File: config.mk
export PLATFORM = sky130hd
export DESIGN_NAME = count_game_ctrl
export DESIGN_NICKNAME = d
export VERILOG_FILES = /design/src/rtl/count_game_ctrl.sv
export SDC_FILE = /design/constraint.sdc
export NUM_CORES = 1
export LEC_CHECK = 0
export BUFFER_PORTS_ARGS = -buffer_cell sky130_fd_sc_hd__buf_4
export CAP_MARGIN = 20
export CORE_MARGIN = 5
export CORE_UTILIZATION = 57
export CTS_CLUSTER_SIZE = 28
export DETAILED_ROUTE_END_ITERATION = 16
export HOLD_SLACK_MARGIN = 0.03
export PLACE_DENSITY = 0.76
export SLEW_MARGIN = 10
export SYNTH_ARGS = -nofsm -noshare
export SYNTH_HDL_FRONTEND = slang
export SYNTH_SLANG_ARGS = --single-unit
File: constraint.sdc
create_clock -name clk -period 1.95 [get_ports clk]
set_input_delay 0.0975 -clock clk [delete_from_list [all_inputs] [get_ports clk]]
set_output_delay 0.0975 -clock clk [all_outputs]
set_load 0.01 [all_outputs]
File: src/rtl/count_game_ctrl.sv
// Two-button countdown controller: counts START_VAL down to 0, one step per CLK_HZ cycles.
// Define DEBOUNCE_EN to require DB_CYCLES stable samples before a button level is accepted.
module count_game_ctrl #(
  parameter int CLK_HZ    = 1000,
  parameter int DB_CYCLES = 20,
  parameter int START_VAL = 6
) (
  input  logic       clk,
  input  logic       rst_n,
  input  logic       btn_start,
  input  logic       btn_pause,
  output logic [2:0] num,
  output logic       running,
  output logic       done,
  output logic       tick
);
  localparam int SEC_W = (CLK_HZ > 1) ? $clog2(CLK_HZ) : 1;
  localparam logic [SEC_W-1:0] SEC_LAST = SEC_W'(CLK_HZ - 1);
  localparam logic [2:0] NUM_INIT = 3'(START_VAL);

  typedef enum logic [1:0] {IDLE, RUN, PAUSE, DONE} state_t;

  state_t           state_reg;
  logic [SEC_W-1:0] sec_cnt_reg;
  logic [1:0]       btn_raw;
  logic [1:0]       press;
  logic [1:0]       vld_reg;
  logic             start_p;
  logic             pause_p;

  assign btn_raw = {btn_pause, btn_start};
  assign start_p = press[0];
  assign pause_p = press[1];

  // vld_reg[1] marks when the synchroniser output reflects real post-reset samples.
  always_ff @(posedge clk or negedge rst_n) begin
    if (!rst_n) vld_reg <= '0;
    else        vld_reg <= {vld_reg[0], 1'b1};
  end

  for (genvar gi = 0; gi < 2; gi++) begin : g_btn
    logic [1:0] sync_reg;
    logic       filt;
    logic       filt_prev_reg;
    logic       armed_reg;
    logic       press_reg;

    always_ff @(posedge clk or negedge rst_n) begin
      if (!rst_n) sync_reg <= '0;
      else        sync_reg <= {sync_reg[0], btn_raw[gi]};
    end

`ifdef DEBOUNCE_EN
    localparam int DB_W = (DB_CYCLES > 1) ? $clog2(DB_CYCLES) : 1;
    logic [DB_W-1:0] db_cnt_reg;
    logic            db_lvl_reg;

    always_ff @(posedge clk or negedge rst_n) begin
      if (!rst_n) begin
        db_cnt_reg <= '0;
        db_lvl_reg <= 1'b0;
      end else if (sync_reg[1] == db_lvl_reg) begin
        db_cnt_reg <= '0;
      end else if (db_cnt_reg == DB_W'(DB_CYCLES - 1)) begin
        db_lvl_reg <= sync_reg[1];
        db_cnt_reg <= '0;
      end else begin
        db_cnt_reg <= db_cnt_reg + 1'b1;
      end
    end
    assign filt = db_lvl_reg;
`else
    localparam int unused_db_cycles = DB_CYCLES;
    assign filt = sync_reg[1];
`endif

    // A button held through reset must be seen released before its next press counts.
    always_ff @(posedge clk or negedge rst_n) begin
      if (!rst_n) begin
        filt_prev_reg <= 1'b0;
        armed_reg     <= 1'b0;
        press_reg     <= 1'b0;
      end else begin
        filt_prev_reg <= filt;
        armed_reg     <= armed_reg | (vld_reg[1] & ~sync_reg[1]);
        press_reg     <= armed_reg & filt & ~filt_prev_reg;
      end
    end
    assign press[gi] = press_reg;
  end

  // Start outranks pause and the second-wrap in every state.
  always_ff @(posedge clk or negedge rst_n) begin
    if (!rst_n) begin
      state_reg   <= IDLE;
      num         <= NUM_INIT;
      running     <= 1'b0;
      done        <= 1'b0;
      tick        <= 1'b0;
      sec_cnt_reg <= '0;
    end else begin
      tick <= 1'b0;
      if (start_p) begin
        sec_cnt_reg <= '0;
        if (START_VAL == 0) begin
          state_reg <= DONE;
          num       <= 3'd0;
          running   <= 1'b0;
          done      <= 1'b1;
        end else begin
          state_reg <= RUN;
          num       <= NUM_INIT;
          running   <= 1'b1;
          done      <= 1'b0;
        end
      end else begin
        case (state_reg)
          RUN: begin
            if (pause_p) begin
              state_reg <= PAUSE;
              running   <= 1'b0;
            end else if (sec_cnt_reg == SEC_LAST) begin
              sec_cnt_reg <= '0;
              tick        <= 1'b1;
              if (num <= 3'd1) begin
                num       <= 3'd0;
                state_reg <= DONE;
                running   <= 1'b0;
                done      <= 1'b1;
              end else begin
                num <= num - 3'd1;
              end
            end else begin
              sec_cnt_reg <= sec_cnt_reg + 1'b1;
            end
          end
          PAUSE: begin
            if (pause_p) begin
              state_reg <= RUN;
              running   <= 1'b1;
            end
          end
          default: ;
        endcase
      end
    end
  end
endmodule

Word level (Yosys, flattened, before mapping)
Cells that the tools add are included.

Logic and storage cells: 75. Bits in registers: 30. Input port bits: 4. Output and inout port bits: 6.

Multiplexer cells: 30. Order comparisons: 1. Add/subtract/negate cells: 2. Bitwise operators: 12. Equality and inequality tests: 7. Reduce and logical (&&, ||, !) cells: 8.

Operators by type and width (count): 2-to-1 mux 10 bit (4); 2-to-1 mux 3 bit (5); 2-to-1 mux 1 bit (14); adder 10 x 1 -> 10 bit, second input constant (1); == test 10 bit, second input constant (1); 2-to-1 mux 2 bit (5); inequality test 4 bit, second input constant (2); AND reduction 4 bit (2); bitwise AND 1 bit (6); nonzero test 2 bit (3); inverter 1 bit (4); one-hot mux 2 bit (2 select lines) (1); less-or-equal comparator 3 x 1 -> 1 bit, second input constant (1); inequality test 3 bit, second input constant (1); AND reduction 3 bit (1); nonzero test 3 bit (1); subtractor 3 x 1 -> 3 bit, second input constant (1); == test 2 x 1 -> 1 bit, second input constant (1); == test 2 bit, second input constant (1); inequality test 2 bit, second input constant (1); OR 1 bit (2); one-hot mux 1 bit (2 select lines) (1); AND reduction 2 bit (1).

Longest topological paths before layout
Word-level depth: 6. Mapped depth: 5. Gate-level depth less buffers: 5.

Worst setup path before layout
No wires, ideal clock.

Path kind: reg2reg. Start: register num[1]. End: register num[2]. Setup time: 82 ps. Arrival time: 1447 ps. Clock period less this slack: 1528 ps. Required time: 1868 ps. Buffers on the path: 0. Path slack: 422 ps. Stages on the path, launching flop included: 5. Cells stage by stage: dfstp_2 -> inv_1 -> ha_1 -> or4_1 -> o211ai_1.

Cells in the longest elaborated chain, start to end: 6. Elaborated cells between the ends (all ways): 7. Those cells by class: add/sub: 1; order compare: 1; mux: 5.

Ends and longest elaborated chain: start: declaration (line 12) `output logic [2:0] num,`; start signal: assignment (line 131) `num <= num - 3'd1;`; subtractor 3 x 1 -> 3 bit / less-or-equal comparator 3 x 1 -> 1 bit (equally long branches) (line 131, 125); 2-to-1 mux 3 bit * (line 125) `if (num <= 3'd1) begin`; 2-to-1 mux 3 bit * (line 122) `end else if (sec_cnt_reg == SEC_LAST) begin`; 2-to-1 mux 3 bit * (line 119) `if (pause_p) begin`; 2-to-1 mux 3 bit * (line 117) `case (state_reg)`; 2-to-1 mux 3 bit * (line 103) `if (start_p) begin`.

Every way passes the cells marked *; elsewhere a longest branch is shown, timed or not. The select of a mux whose other input is x is not followed. A chain may end at the register's enable or synchronous reset.

Worst setup path in the final report
Start: register sec_cnt_reg[0]. End: register sec_cnt_reg[0].

Cells in the longest elaborated chain, start to end: 5. Elaborated cells between the ends (all ways): 6. Those cells by class: add/sub: 1; eq/ne: 1; mux: 4.

Ends and longest elaborated chain: start: declaration (line 24) `logic [SEC_W-1:0] sec_cnt_reg;`; start signal: assignment (line 134) `sec_cnt_reg <= sec_cnt_reg + 1'b1;`; adder 10 x 1 -> 10 bit / == test 10 bit (equally long branches) (line 134, 122); 2-to-1 mux 10 bit * (line 122); 2-to-1 mux 10 bit * (line 119); 2-to-1 mux 10 bit * (line 117); 2-to-1 mux 10 bit * (line 103).

Marks and branches as above.

==> metrics.log <==
[metrics] largest net degree at the start of global routing: 31
[metrics] Post-Place Cell Area: 1390 um2
[metrics] Setup TNS Final: 0 ns
[metrics] number of violations of the max-capacitance limit: 0
[metrics] Final Skew: 0.00813 ns
[metrics] synthesized netlist cell count: 116
[metrics] clock insertion delay at the later pin of the skew report: 0.33 ns
[metrics] drt pass-1 iters: 3
[metrics] area of the die: 3320 um2
[metrics] initial antenna violation count: 0
[metrics] maximum frequency from static timing analysis: 628 MHz
[metrics] gpl congestion: 0.889
[metrics] total clock buffers created by CTS: 5
[metrics] number of remaining DRC errors: 0
[metrics] mean cell area of the mapped netlist: 11.1 um2
[metrics] number of nets in the layout: 141
[metrics] Die H: 57.6 um
[metrics] Critical Path End Type: register
[metrics] status: finished clean
[metrics] max FFs per register: 10
[metrics] kind of critical path: reg -> reg
[metrics] clock tree from TritonCTS: yes
[metrics] largest driver fanout on the critical path: 5
[metrics] unique cell type count in the Yosys netlist: 35
[metrics] fraction of final layout cells with drive strength greater than 1: 19.3%
[metrics] RSZ-0062 raised after global routing: no
[metrics] Power per Cell Area: 852 nW/um2
[metrics] global-route total usage across every layer: 16.0%
[metrics] detail-routed via count per cell: 5.49
[metrics] setup repair bufs after CTS: 0
[metrics] number of max-slew violations in the final report: 0
[metrics] highest-delay cell along the critical path: sky130_fd_sc_hd__dfrtp_1
[metrics] total number of vias: 895
[metrics] Tightest Hold Check Type: in -> async
[metrics] post-route clock period utilization: 81.6%
[metrics] Buffers on Ports: 9
[metrics] Final Setup Violations: 0
[metrics] clock-pin slew of the registers on the worst-case setup and hold paths: 0.09 ns
[metrics] H-tree depth reported by CTS: 2
[metrics] share of synthesized registers carrying an async set or reset: 100%
[metrics] wire length of the first global-routing pass: 3.86 mm
[metrics] post-detailed-route wirelength per cell: 13.0 um
[metrics] number of design-rule violations left by the first detailed-router iteration: 6
[metrics] startpoint kind of the worst setup timing path: register
[metrics] total core area: 2190 um2
[metrics] Num Clock Sinks: 30
[metrics] via count of the first global-routing pass: 893
[metrics] top flip-flop cell by instance count after synthesis: sky130_fd_sc_hd__dfrtp_1
[metrics] deepest clock path buffer count: 2
[metrics] synth warn: 0
[metrics] Arr. time, crit path: 1.84 ns
[metrics] layout overhead on the synthesized area: 16.3%
[metrics] Synth Cell Area: 1290 um2
[metrics] required time at the endpoint of the critical path: 2.20 ns
[metrics] reported leakage power: 0.714 nW
[metrics] final global-route overflow total: 0
[metrics] final worst hold slack: 0.216 ns
[metrics] Synth Net Count: 123
[metrics] Detail Route Antenna Nets: 0
[metrics] Filler Cell Count: 157
[metrics] register bit count reported by yosys: 30
[metrics] Final min period: 1.59 ns
[metrics] number of antenna cells inserted: 0
[metrics] series of cell instances along the critical path: ha_1, and4bb_1, and3_4, or3_1, a21oi_1
[metrics] number of cells in the design after placement: 152
[metrics] half-perimeter wire length of the detailed placement result: 1.51 mm
[metrics] number of gates resized after CTS: 0
[metrics] sequential share of the synthesized area: 58.3%
[metrics] initial standard-cell utilization of the core: 58.9%
[metrics] Die Width: 57.6 um
[metrics] Std-Cell Rows: 17
[metrics] Final Instance Area: 1500 um2
[metrics] number of flops mapped to enable cells by yosys: 0
[metrics] root buffer selected by CTS: sky130_fd_sc_hd__clkbuf_4
[metrics] post-detailed-routing wire length: 2.12 mm
[metrics] max incr delay on CP: 0.41 ns
[metrics] post-route non-filler standard cell count: 163
[metrics] count of endpoints failing hold in the final timing report: 0
[metrics] worst-case vdd ir drop: 0.000684 V
[metrics] Post-Place Setup Slack: 0.373 ns
[metrics] I/O pin total: 10
[metrics] post-route worst setup slack: 0.359 ns
## layout by cell type (no fill, tap or decap), types with 4 or more instances in the layout
master and count:
sky130_fd_sc_hd__buf_4 10, sky130_fd_sc_hd__clkbuf_4 5, sky130_fd_sc_hd__dfrtp_1 28, sky130_fd_sc_hd__inv_1 7
sky130_fd_sc_hd__nand2_1 12, sky130_fd_sc_hd__nor2_1 15, sky130_fd_sc_hd__o2111ai_1 4, sky130_fd_sc_hd__xor2_1 8
## synthesized netlist by cell type (2+ instances only)
library cell / n / area share (%)
sky130_fd_sc_hd__o211ai_1: 3 / 1.7
sky130_fd_sc_hd__o2111ai_1: 4 / 2.7
sky130_fd_sc_hd__o21ai_0: 2 / 0.78
sky130_fd_sc_hd__dfstp_2: 2 / 4.1
sky130_fd_sc_hd__or3_1: 2 / 0.97
sky130_fd_sc_hd__nor2_1: 15 / 4.4
sky130_fd_sc_hd__inv_1: 7 / 2.0
sky130_fd_sc_hd__ha_1: 3 / 2.9
sky130_fd_sc_hd__and4_1: 2 / 1.4
sky130_fd_sc_hd__dfrtp_1: 28 / 54
sky130_fd_sc_hd__nand3_1: 2 / 0.78
sky130_fd_sc_hd__nand2_1: 12 / 3.5
sky130_fd_sc_hd__a21oi_1: 3 / 1.2
sky130_fd_sc_hd__and2_1: 2 / 0.97
sky130_fd_sc_hd__xor2_1: 8 / 5.4
sky130_fd_sc_hd__a21o_1: 2 / 1.2
## per-layer routing
layer,GRT usage (%),vias to the layer above,part of all wire [%]
met1,18.2,440,44
met3,7.47,5,5.5
met2,23.7,12,48
li1,-,438,-
met5,0,-,0
met4,10.9,0,2.0
## cell families (layout without fill, tap and decap cells)
family	count (synthesis)	count (layout)	synth area share, %
fa+ha+maj	3	3	2.91
buf+inv	9	28	2.71
xor+xnor	8	8	5.43
simple gates	45	45	18.7
flops	30	30	58.3
compound gates	20	20	11.6
other cells	1	1	0.290
## final cells by class
cell class,instances,area (um2),area share (%)
flip-flops and latches,30,753,50.2
inverters,7,26.3,1.75
clock buffers,8,78.8,5.25
multi-input cells,77,503,33.5
repair buffers,13,105,7.00
well taps,28,35.0,2.33
## stage by stage
stage / utilization [%] / power, mW
after floorplan: - / 0.794
after global placement: 63.6 / 0.837
after detailed placement: 63.6 / 0.846
after CTS: 68.5 / 1.30
after global routing: 68.5 / 1.37
final: 68.5 / 1.28
## path summary, 6_finish.rpt
kind | from | endpoint | slack, ns | cells past startpoint
setup reg to reg | sec_cnt_reg[0] | sec_cnt_reg[0] | 0.36 | 5
hold reg to reg | vld_reg[0] | vld_reg[1] | 0.36 | 0
hold / removal | rst_n | tick | 0.22 | 2
max in group asynchronous | rst_n | num[1] | 1.43 | 2
min in group clk | vld_reg[0] | vld_reg[1] | 0.36 | 0
setup / recovery | sec_cnt_reg[0] | sec_cnt_reg[0] | 0.36 | 5
## power by group
group	internal, mW	switching [mW]	leakage (nW)
Sequential	0.664	0.0411	0.371
Combinational	0.0585	0.0724	0.299
Clock	0.246	0.198	0.0446
Total	0.969	0.311	0.714
## repair_timing
item / CTS / global route
hold endpoints to repair: 32 / 0
endpoints found under the setup margin: 0 / 0
hold buffers: 3 / 0
## worst max-delay path: cells and delay by family, from the launching register on
kind	cells	cell delay, ns
DFF	1	0.41
and+or+nand+nor	3	0.75
AOI/OAI and AO/OA	1	0.13
adders and majority gates	1	0.23
No activity file was read; power rests on OpenSTA's default activity.
